## src/rtl/mips_mc_sequencer_pkg.sv

```systemverilog
// rtl/mips_mc_sequencer_pkg.sv - shared types and encodings for the multi-cycle sequencer
package mips_mc_pkg;

   typedef enum logic [2:0] {
      S_IDLE, S_FETCH, S_DECODE, S_EXEC, S_MEM, S_WB, S_ERROR
   } state_e;

   typedef enum logic [2:0] {
      ALU_ADD, ALU_SUB, ALU_AND, ALU_OR, ALU_XOR, ALU_SLT, ALU_SLL, ALU_SRL
   } aluOp_e;

   typedef enum logic [2:0] {
      CLS_RTYPE, CLS_JR, CLS_IMM, CLS_LOAD, CLS_STORE, CLS_BEQ, CLS_JUMP
   } instrClass_e;

   localparam logic [5:0] OP_RTYPE = 6'h00;
   localparam logic [5:0] OP_J     = 6'h02;
   localparam logic [5:0] OP_BEQ   = 6'h04;
   localparam logic [5:0] OP_ADDI  = 6'h08;
   localparam logic [5:0] OP_ANDI  = 6'h0C;
   localparam logic [5:0] OP_ORI   = 6'h0D;
   localparam logic [5:0] OP_LW    = 6'h23;
   localparam logic [5:0] OP_SW    = 6'h2B;

   localparam logic [5:0] FN_SLL = 6'h00;
   localparam logic [5:0] FN_SRL = 6'h02;
   localparam logic [5:0] FN_JR  = 6'h08;
   localparam logic [5:0] FN_ADD = 6'h20;
   localparam logic [5:0] FN_SUB = 6'h22;
   localparam logic [5:0] FN_AND = 6'h24;
   localparam logic [5:0] FN_OR  = 6'h25;
   localparam logic [5:0] FN_XOR = 6'h26;
   localparam logic [5:0] FN_SLT = 6'h2A;

   localparam logic [1:0] MUX4_JUMP   = 2'b00;
   localparam logic [1:0] MUX4_PC4    = 2'b01;
   localparam logic [1:0] MUX4_BRANCH = 2'b10;
   localparam logic [1:0] MUX4_REG    = 2'b11;

   localparam logic [1:0] ERR_NONE    = 2'b00;
   localparam logic [1:0] ERR_TIMEOUT = 2'b01;
   localparam logic [1:0] ERR_ILLEGAL = 2'b10;

   // Microcode layout: regw at bit 0, aluop above it; the mux bits sit at
   // ALUOP_W + offset, and the top bit of the word is spare (driven 0).
   localparam int MC_REGW      = 0;
   localparam int MC_ALUOP_LSB = 1;
   localparam int MC_MUX1_OFS  = 1;
   localparam int MC_MUX2_OFS  = 2;
   localparam int MC_MUX3_OFS  = 3;
   localparam int MC_MUX4_OFS  = 4;

endpackage

```

## src/rtl/mips_mc_sequencer_if.sv

```systemverilog
// rtl/mips_mc_sequencer_if.sv - sequencer-to-datapath/memory control bundle
interface mips_mc_sequencer_if #(
   parameter int ALUOP_W  = 4,
   parameter int RETIRE_W = 16
);
   logic [5:0]          iOpcode;
   logic [5:0]          iFunct;
   logic                iZero;
   logic                iMemReady;
   logic                oCS;
   logic                oWE;
   logic                oAddrSel;
   logic                oIRWrite;
   logic                oPCWrite;
   logic [ALUOP_W+6:0]  oMicrocode;
   logic                oHalt;
   logic [1:0]          oErrCause;
   logic [RETIRE_W-1:0] oRetired;

   modport master (
      input  iOpcode, iFunct, iZero, iMemReady,
      output oCS, oWE, oAddrSel, oIRWrite, oPCWrite, oMicrocode, oHalt, oErrCause, oRetired
   );

   modport slave (
      output iOpcode, iFunct, iZero, iMemReady,
      input  oCS, oWE, oAddrSel, oIRWrite, oPCWrite, oMicrocode, oHalt, oErrCause, oRetired
   );
endinterface

```

## src/rtl/mips_mc_sequencer_decode.sv

```systemverilog
// rtl/mips_mc_sequencer_decode.sv - opcode/funct to instruction class and ALU op
module mips_mc_decode
   import mips_mc_pkg::*;
#(
   parameter int ALUOP_W = 4
) (
   input  logic [5:0]         opcode,
   input  logic [5:0]         funct,
   output instrClass_e        cls,
   output logic [ALUOP_W-1:0] aluOp,
   output logic               illegal
);
   aluOp_e op;

   always_comb begin
      op      = ALU_ADD;
      cls     = CLS_RTYPE;
      illegal = 1'b0;
      case (opcode)
         OP_RTYPE: begin
            case (funct)
               FN_ADD:  op = ALU_ADD;
               FN_SUB:  op = ALU_SUB;
               FN_AND:  op = ALU_AND;
               FN_OR:   op = ALU_OR;
               FN_XOR:  op = ALU_XOR;
               FN_SLT:  op = ALU_SLT;
               FN_SLL:  op = ALU_SLL;
               FN_SRL:  op = ALU_SRL;
               FN_JR:   cls = CLS_JR;
               default: illegal = 1'b1;
            endcase
         end
         OP_J:    cls = CLS_JUMP;
         OP_BEQ:  begin cls = CLS_BEQ; op = ALU_SUB; end
         OP_ADDI: begin cls = CLS_IMM; op = ALU_ADD; end
         OP_ANDI: begin cls = CLS_IMM; op = ALU_AND; end
         OP_ORI:  begin cls = CLS_IMM; op = ALU_OR;  end
         OP_LW:   cls = CLS_LOAD;
         OP_SW:   cls = CLS_STORE;
         default: illegal = 1'b1;
      endcase
   end

   assign aluOp = ALUOP_W'(op);
endmodule

```

## src/rtl/mips_mc_sequencer.sv

```systemverilog
// rtl/mips_mc_sequencer.sv - multi-cycle FETCH/DECODE/EXEC/MEM/WB control sequencer
module mips_mc_sequencer
   import mips_mc_pkg::*;
#(
   parameter int ALUOP_W  = 4,
   parameter int TIMEOUT  = 15,
   parameter int RETIRE_W = 16
) (
   input logic                 CLK,
   input logic                 RST,
   mips_mc_sequencer_if.master bus
);
   localparam int WCNT_W = (TIMEOUT > 0) ? $clog2(TIMEOUT + 1) : 1;
   localparam int B_MUX1 = ALUOP_W + MC_MUX1_OFS;
   localparam int B_MUX2 = ALUOP_W + MC_MUX2_OFS;
   localparam int B_MUX3 = ALUOP_W + MC_MUX3_OFS;
   localparam int B_MUX4 = ALUOP_W + MC_MUX4_OFS;

   state_e              state, nextState;
   logic [WCNT_W-1:0]   waitCnt;
   logic [1:0]          errCause, nextCause;
   logic [RETIRE_W-1:0] retired;
   instrClass_e         decCls;
   logic [ALUOP_W-1:0]  decAlu;
   logic                decIllegal;
   logic                timedOut;
   logic                cs, we, addrSel, irWrite, pcWrite;
   logic [ALUOP_W+6:0]  mc;

   mips_mc_decode #(.ALUOP_W(ALUOP_W)) uDecode (
      .opcode  (bus.iOpcode),
      .funct   (bus.iFunct),
      .cls     (decCls),
      .aluOp   (decAlu),
      .illegal (decIllegal)
   );

   assign timedOut = (TIMEOUT != 0) && (waitCnt == WCNT_W'(TIMEOUT)) && !bus.iMemReady;

   always_comb begin
      nextState = state;
      nextCause = errCause;
      cs        = 1'b0;
      we        = 1'b0;
      addrSel   = 1'b0;
      irWrite   = 1'b0;
      pcWrite   = 1'b0;
      mc        = '0;
      case (state)
         S_IDLE: nextState = S_FETCH;
         S_FETCH: begin
            cs = 1'b1;
            if (bus.iMemReady) begin
               irWrite = 1'b1;
               pcWrite = 1'b1;
               mc[B_MUX4 +: 2] = MUX4_PC4;
               nextState = S_DECODE;
            end else if (timedOut) begin
               nextState = S_ERROR;
               nextCause = ERR_TIMEOUT;
            end
         end
         S_DECODE: begin
            if (decIllegal) begin
               nextState = S_ERROR;
               nextCause = ERR_ILLEGAL;
            end else if (decCls == CLS_JUMP) begin
               pcWrite = 1'b1;
               mc[B_MUX4 +: 2] = MUX4_JUMP;
               nextState = S_FETCH;
            end else begin
               nextState = S_EXEC;
            end
         end
         S_EXEC: begin
            mc[MC_ALUOP_LSB +: ALUOP_W] = decAlu;
            case (decCls)
               CLS_RTYPE: nextState = S_WB;
               CLS_JR: begin
                  pcWrite = 1'b1;
                  mc[B_MUX4 +: 2] = MUX4_REG;
                  nextState = S_FETCH;
               end
               CLS_IMM: begin
                  mc[B_MUX2] = 1'b1;
                  nextState = S_WB;
               end
               CLS_LOAD, CLS_STORE: begin
                  mc[B_MUX2] = 1'b1;
                  nextState = S_MEM;
               end
               CLS_BEQ: begin
                  pcWrite = bus.iZero;
                  mc[B_MUX4 +: 2] = MUX4_BRANCH;
                  nextState = S_FETCH;
               end
               default: nextState = S_FETCH;
            endcase
         end
         S_MEM: begin
            // The ALU result is the live address, so its operands stay selected.
            cs      = 1'b1;
            addrSel = 1'b1;
            we      = (decCls == CLS_STORE);
            mc[MC_ALUOP_LSB +: ALUOP_W] = decAlu;
            mc[B_MUX2] = 1'b1;
            if (bus.iMemReady) begin
               nextState = (decCls == CLS_STORE) ? S_FETCH : S_WB;
            end else if (timedOut) begin
               nextState = S_ERROR;
               nextCause = ERR_TIMEOUT;
            end
         end
         S_WB: begin
            // No ALU output register: the ALU keeps computing the written value.
            mc[MC_REGW] = 1'b1;
            mc[MC_ALUOP_LSB +: ALUOP_W] = decAlu;
            mc[B_MUX2] = (decCls != CLS_RTYPE);
            mc[B_MUX3] = (decCls != CLS_LOAD);
            mc[B_MUX1] = (decCls == CLS_RTYPE);
            nextState = S_FETCH;
         end
         S_ERROR: nextState = S_ERROR;
         default: nextState = S_IDLE;
      endcase
   end

   always_ff @(posedge CLK or negedge RST) begin
      if (!RST) begin
         state    <= S_IDLE;
         errCause <= ERR_NONE;
         waitCnt  <= '0;
         retired  <= '0;
      end else begin
         state    <= nextState;
         errCause <= nextCause;
         if (nextState != state) begin
            waitCnt <= '0;
         end else if ((TIMEOUT != 0) && (state == S_FETCH || state == S_MEM) && !bus.iMemReady) begin
            waitCnt <= waitCnt + 1'b1;
         end
         if (nextState == S_FETCH && (state inside {S_DECODE, S_EXEC, S_MEM, S_WB})) begin
            retired <= retired + 1'b1;
         end
      end
   end

   assign bus.oCS        = cs;
   assign bus.oWE        = we;
   assign bus.oAddrSel   = addrSel;
   assign bus.oIRWrite   = irWrite;
   assign bus.oPCWrite   = pcWrite;
   assign bus.oMicrocode = mc;
   assign bus.oHalt      = (state == S_ERROR);
   assign bus.oErrCause  = errCause;
   assign bus.oRetired   = retired;
endmodule

```

## src/flat_wrapper.sv

```systemverilog
// flat-port wrapper written by rule: the top's interface ports become plain ports
module mips_mc_sequencer_flat import mips_mc_pkg::*;
#(
   parameter int ALUOP_W  = 4,
   parameter int TIMEOUT  = 15,
   parameter int RETIRE_W = 16
)
  (CLK, RST, bus_iOpcode, bus_iFunct, bus_iZero, bus_iMemReady, bus_oCS, bus_oWE, bus_oAddrSel, bus_oIRWrite, bus_oPCWrite, bus_oMicrocode, bus_oHalt, bus_oErrCause, bus_oRetired);
  mips_mc_sequencer_if #(.ALUOP_W(ALUOP_W), .RETIRE_W(RETIRE_W)) bus_i ();
  input logic CLK;
  input logic RST;
  input wire logic [$bits(bus_i.iOpcode)-1:0] bus_iOpcode;
  input wire logic [$bits(bus_i.iFunct)-1:0] bus_iFunct;
  input wire logic [$bits(bus_i.iZero)-1:0] bus_iZero;
  input wire logic [$bits(bus_i.iMemReady)-1:0] bus_iMemReady;
  output wire logic [$bits(bus_i.oCS)-1:0] bus_oCS;
  output wire logic [$bits(bus_i.oWE)-1:0] bus_oWE;
  output wire logic [$bits(bus_i.oAddrSel)-1:0] bus_oAddrSel;
  output wire logic [$bits(bus_i.oIRWrite)-1:0] bus_oIRWrite;
  output wire logic [$bits(bus_i.oPCWrite)-1:0] bus_oPCWrite;
  output wire logic [$bits(bus_i.oMicrocode)-1:0] bus_oMicrocode;
  output wire logic [$bits(bus_i.oHalt)-1:0] bus_oHalt;
  output wire logic [$bits(bus_i.oErrCause)-1:0] bus_oErrCause;
  output wire logic [$bits(bus_i.oRetired)-1:0] bus_oRetired;
  assign bus_i.iOpcode = bus_iOpcode;
  assign bus_i.iFunct = bus_iFunct;
  assign bus_i.iZero = bus_iZero;
  assign bus_i.iMemReady = bus_iMemReady;
  assign bus_oCS = bus_i.oCS;
  assign bus_oWE = bus_i.oWE;
  assign bus_oAddrSel = bus_i.oAddrSel;
  assign bus_oIRWrite = bus_i.oIRWrite;
  assign bus_oPCWrite = bus_i.oPCWrite;
  assign bus_oMicrocode = bus_i.oMicrocode;
  assign bus_oHalt = bus_i.oHalt;
  assign bus_oErrCause = bus_i.oErrCause;
  assign bus_oRetired = bus_i.oRetired;
  mips_mc_sequencer #(.ALUOP_W(ALUOP_W), .TIMEOUT(TIMEOUT), .RETIRE_W(RETIRE_W)) u_core (.CLK(CLK), .RST(RST), .bus(bus_i));
endmodule
```

## config.mk

```make
export PLATFORM = sky130hd
export DESIGN_NAME = mips_mc_sequencer_flat
export DESIGN_NICKNAME = d
export VERILOG_FILES = /design/src/rtl/mips_mc_sequencer_pkg.sv /design/src/rtl/mips_mc_sequencer_if.sv /design/src/rtl/mips_mc_sequencer_decode.sv /design/src/rtl/mips_mc_sequencer.sv /design/src/flat_wrapper.sv
export SDC_FILE = /design/constraint.sdc
export NUM_CORES = 1
export LEC_CHECK = 0
export ABC_AREA = 1
export ABC_CLOCK_PERIOD_IN_PS = 2300
export BUFFER_PORTS_ARGS = -buffer_cell sky130_fd_sc_hd__buf_2
export CORE_UTILIZATION = 40
export DETAILED_ROUTE_END_ITERATION = 12
export SLEW_MARGIN = 20
export SYNTH_ARGS = -nofsm -noshare
export SYNTH_HDL_FRONTEND = slang
export SYNTH_SLANG_ARGS = --single-unit
```

## constraint.sdc

```tcl
create_clock -name CLK -period 2.3 [get_ports CLK]
set_input_delay 0.115 -clock CLK [delete_from_list [all_inputs] [get_ports CLK]]
set_output_delay 0.115 -clock CLK [all_outputs]
set_load 0.02 [all_outputs]
```

======== Yosys cells after proc, flatten, opt, wreduce, memory -nomap -nowiden ========
Index checks and enable logic that the tools add are counted.
word-level totals
  register bits ........................... 25
  input bits .............................. 16
  output and inout bits ................... 35
operators by class
  $add $sub $neg .......................... 2
  equal/unequal tests ..................... 34
  mux-type cells .......................... 38
  reduce and logical (&&, ||, !) cells .... 23
operators with widths
  kind                                                              count
  6-bit == test (second input constant)                             8
  3-bit case mux with 6 select lines                                2
  6-bit by 4-bit == test with 1-bit output (second input constant)  4
  3-bit case mux with 7 select lines                                1
  3-bit == test (second input constant)                             6
  3-bit 2-to-1 mux                                                  6
  16-bit by 1-bit adder with 16-bit output (second input constant)  1
  1-bit 2-to-1 mux                                                  14
  3-bit by 2-bit == test with 1-bit output (second input constant)  4
  6-bit by 2-bit == test with 1-bit output (second input constant)  2
  6-bit zero test                                                   2
  2-bit case mux with 2 select lines                                3
  3-bit case mux with 4 select lines                                1
  3-bit by 1-bit == test with 1-bit output (second input constant)  3
  3-bit OR reduction                                                3
  9-bit OR reduction                                                1
  2-bit 2-to-1 mux                                                  4
  4-bit 2-to-1 mux                                                  2
  2-bit OR reduction                                                4
  7-bit OR reduction                                                1
  6-bit by 3-bit == test with 1-bit output (second input constant)  1
  3-bit zero test                                                   2
  1-bit case mux with 3 select lines                                2
  3-bit case mux with 2 select lines                                1
  other kinds (14)                                                  19

======== Logic depth before layout (Yosys ltp) ========
  word-level depth ........................ 9
  mapped depth ............................ 14
  gate-level depth less buffers ........... 14

======== By module ========
From an unflattened synthesis, not the netlist that was laid out.
unflattened totals
  cell total of the unflattened synthesis .. 338
  area, all modules ....................... 2187.1 µm²
by module, submodules not included
  module             instances  cells an instance  area each (µm²)
  mips_mc_sequencer  1          266                1828.0
  mips_mc_decode     1          72                 359.1

======== Worst setup path after synthesis ========
Ideal clock, no wire load.
  path type ............................... reg-to-reg
  from .................................... reg u_core.state[2]
  to ...................................... reg u_core.retired[4], in the netlist u_core.bus.oRetired[4]
  arrival time ............................ 1.548 ns
  data required time ...................... 2.175 ns
  path slack .............................. 0.627 ns
  cell stages (with the launch flop) ...... 12
  path through ............................ dfrtp_1 -> inv_2 -> nor2_1 -> nand2_1 -> inv_2 -> o21ai_1 -> nand2_2 -> nor2_4 -> nand3_4 -> nor2_8 -> buf_6 -> o21ai_1
between the ends
  cells in the longest elaborated chain, start to end .. 5
  elaborated cells on any way between the ends .. 15
  those cells by class .................... eq/ne (7); mux (4); reduce/logical (4)
RTL lines
  what                                                               RTL line                  source
  start, declared                                                    mips_mc_sequencer.sv:19   state_e state, nextState;
  start signal, assigned                                             mips_mc_sequencer.sv:135  state <= nextState;
  3-bit == test, or another cell as far along                        mips_mc_sequencer.sv:49   case (state)
  2-bit OR reduction (no source line), or another cell as far along  --
  3-bit case mux with 6 select lines (*)                             mips_mc_sequencer.sv:49
  named net u_core.nextState[2]                                      mips_mc_sequencer.sv:19
  3-bit by 1-bit == test with 1-bit output (*)                       mips_mc_sequencer.sv:142  if (nextState == S_FETCH && (state inside {S_DECODE, S_EXEC, S_MEM, S_WB})) begin
  1-bit logical AND (*)                                              mips_mc_sequencer.sv:142
  end signal, assigned                                               mips_mc_sequencer.sv:143  retired <= retired + 1'b1;
  end, declared                                                      mips_mc_sequencer.sv:22   logic [RETIRE_W-1:0] retired;
The timed path passes the listed nets; every way through them passes the cells marked *.
A chain may end at the register's enable or synchronous reset.

======== Final worst setup path ========
  from .................................... reg u_core.state[2]
  to ...................................... reg u_core.retired[12], in the netlist u_core.bus.oRetired[12]
between the ends
  cells in the longest elaborated chain, start to end .. 5
  elaborated cells on any way between the ends .. 15
  those cells by class .................... eq/ne (7); mux (4); reduce/logical (4)
RTL lines
  what                                                               RTL line
  3-bit == test, or another cell as far along                        mips_mc_sequencer.sv:49, mips_mc_sequencer.sv:142
  2-bit OR reduction (no source line), or another cell as far along  --
  3-bit case mux with 6 select lines                                 mips_mc_sequencer.sv:49
  3-bit by 1-bit == test with 1-bit output                           mips_mc_sequencer.sv:142
  1-bit logical AND (*)                                              mips_mc_sequencer.sv:142
Every way passes the cells marked *; elsewhere a longest branch is shown, timed or not.

==> reports/qor.log <==
qor: status.status finished, final reports clean
qor: critical_path.critical_path_start_type flip-flop
qor: global_routing.grt_use_total 18.0%
qor: die.design.die.area 0.00529 mm²
qor: finish.fin_cells 412
qor: power_and_ir_drop.design_power_total 2.40 mW
qor: clocking.tritoncts_num_sinks 25
qor: synth.synth_simple_gate_area_share 42.1%
qor: detailed_routing.routed_wirelength 4430 µm
qor: synth.syn_inst 294
qor: finish.n_antenna_cell 0
qor: global_routing.grt.overflow.total 0
qor: run.cap_viol_max_count 0
qor: finish.synthToLayoutAreaGrowth 18.4%
qor: clocking.cts.reportedPaths.clkPinSlew 0.09 ns
qor: place.place_area 0.00231 mm²
qor: synth.netlist-cell-type-count 31
qor: die.coreArea 0.00475 mm²
qor: power_and_ir_drop.power_density 1010 mW/mm²
qor: sta.tns 0 ns
qor: hold_path.worst_hold_path.endpoint u_core.waitCnt[0]$_DFFE_PN0P_
qor: synth.synth_top_family_by_area simple AND/OR/NAND/NOR gates
qor: critical_path.cp.required 2.47 ns
qor: synth.synthAdderAreaFrac 1.25%
qor: sta.final.period_utilization 87.0%
qor: sta.hold_violations 0
qor: global_routing.grt_pass1_wl 7580 µm
qor: finish.layout-drive-gt1-share 23.8%
qor: global_routing.grt_start_max_net_pins 26
qor: critical_path.worst-endpoint-arrival 2.17 ns
qor: finish.regArea 626 µm²
qor: synth.synth_compound_gate_area_share 7.00%
qor: clocking.post_cts.repair.setup_buffers 0
qor: hold_path.min_from bus_iMemReady
qor: critical_path.critical_path_peak_fanout 17
qor: die.fp.dieH 72.7 µm
qor: synth.synth-warning-count 0
qor: synth.syn_area 0.00200 mm²
qor: clocking.h-tree-depth 1
qor: place.dp_hpwl 3610 µm
qor: synth.synth.yosys.seq_area_share 31.3%
qor: critical_path.critPathCaptureType flip-flop
qor: die.rows 25
qor: sta.worst_slew_margin_rel 63.5%
qor: detailed_routing.post_drt_wl_per_cell 10.7 µm
qor: global_routing.grt_antenna_before_repair 0
qor: hold_path.timing.hold.worst_path_depth 4
qor: clocking.cts.path.max_buffers 2
qor: detailed_routing.postRouteAntennaNets 0
qor: finish.final_std_cell_area_no_fill 0.00237 mm²
qor: detailed_routing.drt_via_density 4.74
qor: place.routabilityCongestion 0.852
qor: sta.setup_viol 0
qor: synth.synth.ff_latch_count 25
qor: sta.worst_clock_skew 0.00495 ns
qor: die.ioPinCount 51
qor: power_and_ir_drop.leakage_component_of_the_power 1.30 nW
qor: finish.nFillCells 524
qor: synth.yosys.area_share.xor_xnor 7.44%
qor: place.io_buffer_count 48
qor: detailed_routing.drt_iter0_markers 102
qor: hold_path.worst_hold_path_type in -> reg
qor: clocking.insertion_delay 0.27 ns
qor: detailed_routing.drc 0
qor: sta.max_freq 0.500 GHz
qor: critical_path.worst-r2r-cell-count 12
qor: sta.timing.final.crit_period 2.00 ns
qor: clocking.cts_tree yes
qor: clocking.cts_buffers 3
qor: sta.grt_setup_unrepaired false
qor: critical_path.criticalPathCategory reg -> reg
qor: sta.timing_worst_slew_pin_value 0.548 ns
qor: clocking.cts-root-buf clkbuf_8
qor: detailed_routing.dr_total_vias 1953
qor: detailed_routing.drt_first_pass_iters 4
qor: sta.worst_hold_slack_after_final_layout 0.271 ns
qor: synth.share_of_cell_area_taken_by_muxes_after_synthesis 0.500%
qor: critical_path.regToRegSetupSlack 0.30 ns
qor: die.fp.dieW 72.7 µm
qor: finish.finalNetCount 364
qor: sta.report.final.slew_viol_count 0
qor: critical_path.crit-reg2reg-capture u_core.bus.oRetired[12]$_DFFE_PN0P_
qor: critical_path.r2r_start u_core.state[2]$_DFF_PN0_
qor: synth.postSynthAreaPerCell 6.81 µm²
qor: die.start_util 42.1%
qor: finish.multi_input_area 0.00117 mm²
qor: power_and_ir_drop.power.ir.vdd_worst 0.527 mV
qor: place.place.detailed.instances 407
qor: global_routing.grt_pass1_vias 1759
power breakdown:
part / total [mW] / switching [mW] / internal, mW
clock network: 0.263 / 0.140 / 0.123
registers: 0.708 / 0.137 / 0.571
logic: 1.43 / 0.956 / 0.472
cells in the final DEF, fill, tap and decap left out:
cell type	count
o21ai_1	6
inv_1	38
nor4_1	2
nand3_2	3
conb_1	2
o21ai_2	4
o22ai_1	1
xor2_1	12
a221o_1	1
buf_12	1
xnor2_1	5
nand3b_1	1
a31o_2	1
dfrtp_1	25
nand2_1	73
nand2_2	8
nor2_8	1
nor2_4	4
nand3_4	1
clkbuf_8	3
clkinvlp_4	1
ha_1	2
dlygate4sd3_1	1
a22oi_1	1
buf_2	48
nand4_1	9
o21a_1	1
nor3_1	11
o21ai_0	3
nand3_1	27
mux2i_1	1
a21oi_1	4
nor2_1	37
inv_2	7
state kept, by name, summed over array words and instances, names as in the netlist:
register              count
u_core.bus.oErrCause      2
u_core.state              3
u_core.waitCnt            4
u_core.bus.oRetired      16
area by class of cell:
type / count / share of cell area, %
clock buffers: 3 / 1.74
clock inverters: 1 / 0.317
inverters: 45 / 7.12
multi-input cells: 221 / 49.5
flip-flops and latches: 25 / 26.4
well taps: 67 / 3.54
repair buffers: 50 / 11.4
repair_timing:
| action | in CTS | in global routing |
|---|---|---|
| hold buffers | 1 | 0 |
| setup endpoints to repair | 0 | 0 |
| hold endpoints to repair | 25 | 0 |
| gates resized for setup | 0 | 0 |
per-layer routing:
layer | GRT usage, % | wire length, µm
met2 | 30.9 | 2110
met5 | 0 | 0
met1 | 23.7 | 2140
met3 | 1.93 | 142
met4 | 5.23 | 41
cell usage after synthesis:
cell / count / share of area [%]
a21oi_1: 4 / 1.0
a221o_1: 1 / 0.50
a22oi_1: 1 / 0.38
a31o_2: 1 / 0.44
buf_4: 2 / 0.75
buf_6: 2 / 1.1
conb_1: 1 / 0.19
dfrtp_1: 25 / 31
ha_1: 2 / 1.2
inv_1: 38 / 7.1
inv_2: 7 / 1.3
mux2i_1: 1 / 0.50
nand2_1: 73 / 14
nand2_2: 8 / 2.5
nand3_1: 27 / 6.8
nand3_2: 3 / 1.5
nand3_4: 1 / 0.88
nand3b_1: 1 / 0.38
nand4_1: 9 / 2.8
nor2_1: 37 / 6.9
nor2_4: 4 / 2.2
nor2_8: 1 / 1.0
nor3_1: 11 / 2.7
nor4_1: 2 / 0.62
o21a_1: 1 / 0.38
o21ai_0: 3 / 0.75
o21ai_1: 6 / 1.5
o21ai_2: 4 / 1.7
o22ai_1: 1 / 0.31
xnor2_1: 5 / 2.2
xor2_1: 12 / 5.2
worst max path at each step:
stage                                    from                                   to  cells past startpoint
floorplan           u_core.state[2]$_DFF_PN0_   u_core.bus.oRetired[4]$_DFFE_PN0P_                     11
global placement    u_core.state[2]$_DFF_PN0_   u_core.bus.oRetired[0]$_DFFE_PN0P_                     12
detailed placement  u_core.state[2]$_DFF_PN0_   u_core.bus.oRetired[0]$_DFFE_PN0P_                     12
CTS                 u_core.state[2]$_DFF_PN0_   u_core.bus.oRetired[0]$_DFFE_PN0P_                     12
global route        u_core.state[2]$_DFF_PN0_   u_core.bus.oRetired[0]$_DFFE_PN0P_                     12
finish              u_core.state[2]$_DFF_PN0_  u_core.bus.oRetired[12]$_DFFE_PN0P_                     12
logic make-up after synthesis:
group                      count (synthesis)
adders and majority gates                  2
buffers and inverters                     49
xor gates and xnor gates                  17
AOI/OAI and AO/OA                         22
and+or+nand+nor                          177
DFF                                       25
other                                      1
muxes                                      1
through the flow:
stage               util [%]  setup WS, ns
finish                  49.9         0.298
global route            49.9        0.0939
CTS                     49.9         0.298
detailed placement      48.6         0.329
global placement        48.6         0.333
floorplan                  -         0.627
worst max-delay path, cell delays in order, from the launching register on:
cell and delay (ns):
dfrtp_1 0.43, inv_2 0.11, nand2_1 0.06, nor2_1 0.26, nor2_1 0.13, inv_1 0.11
nor2_1 0.06, nor2_1 0.14, nand2_2 0.10, nor2_8 0.24, inv_2 0.13, nand2_1 0.08
nand2_1 0.05
(Power assumes the default switching activity.)
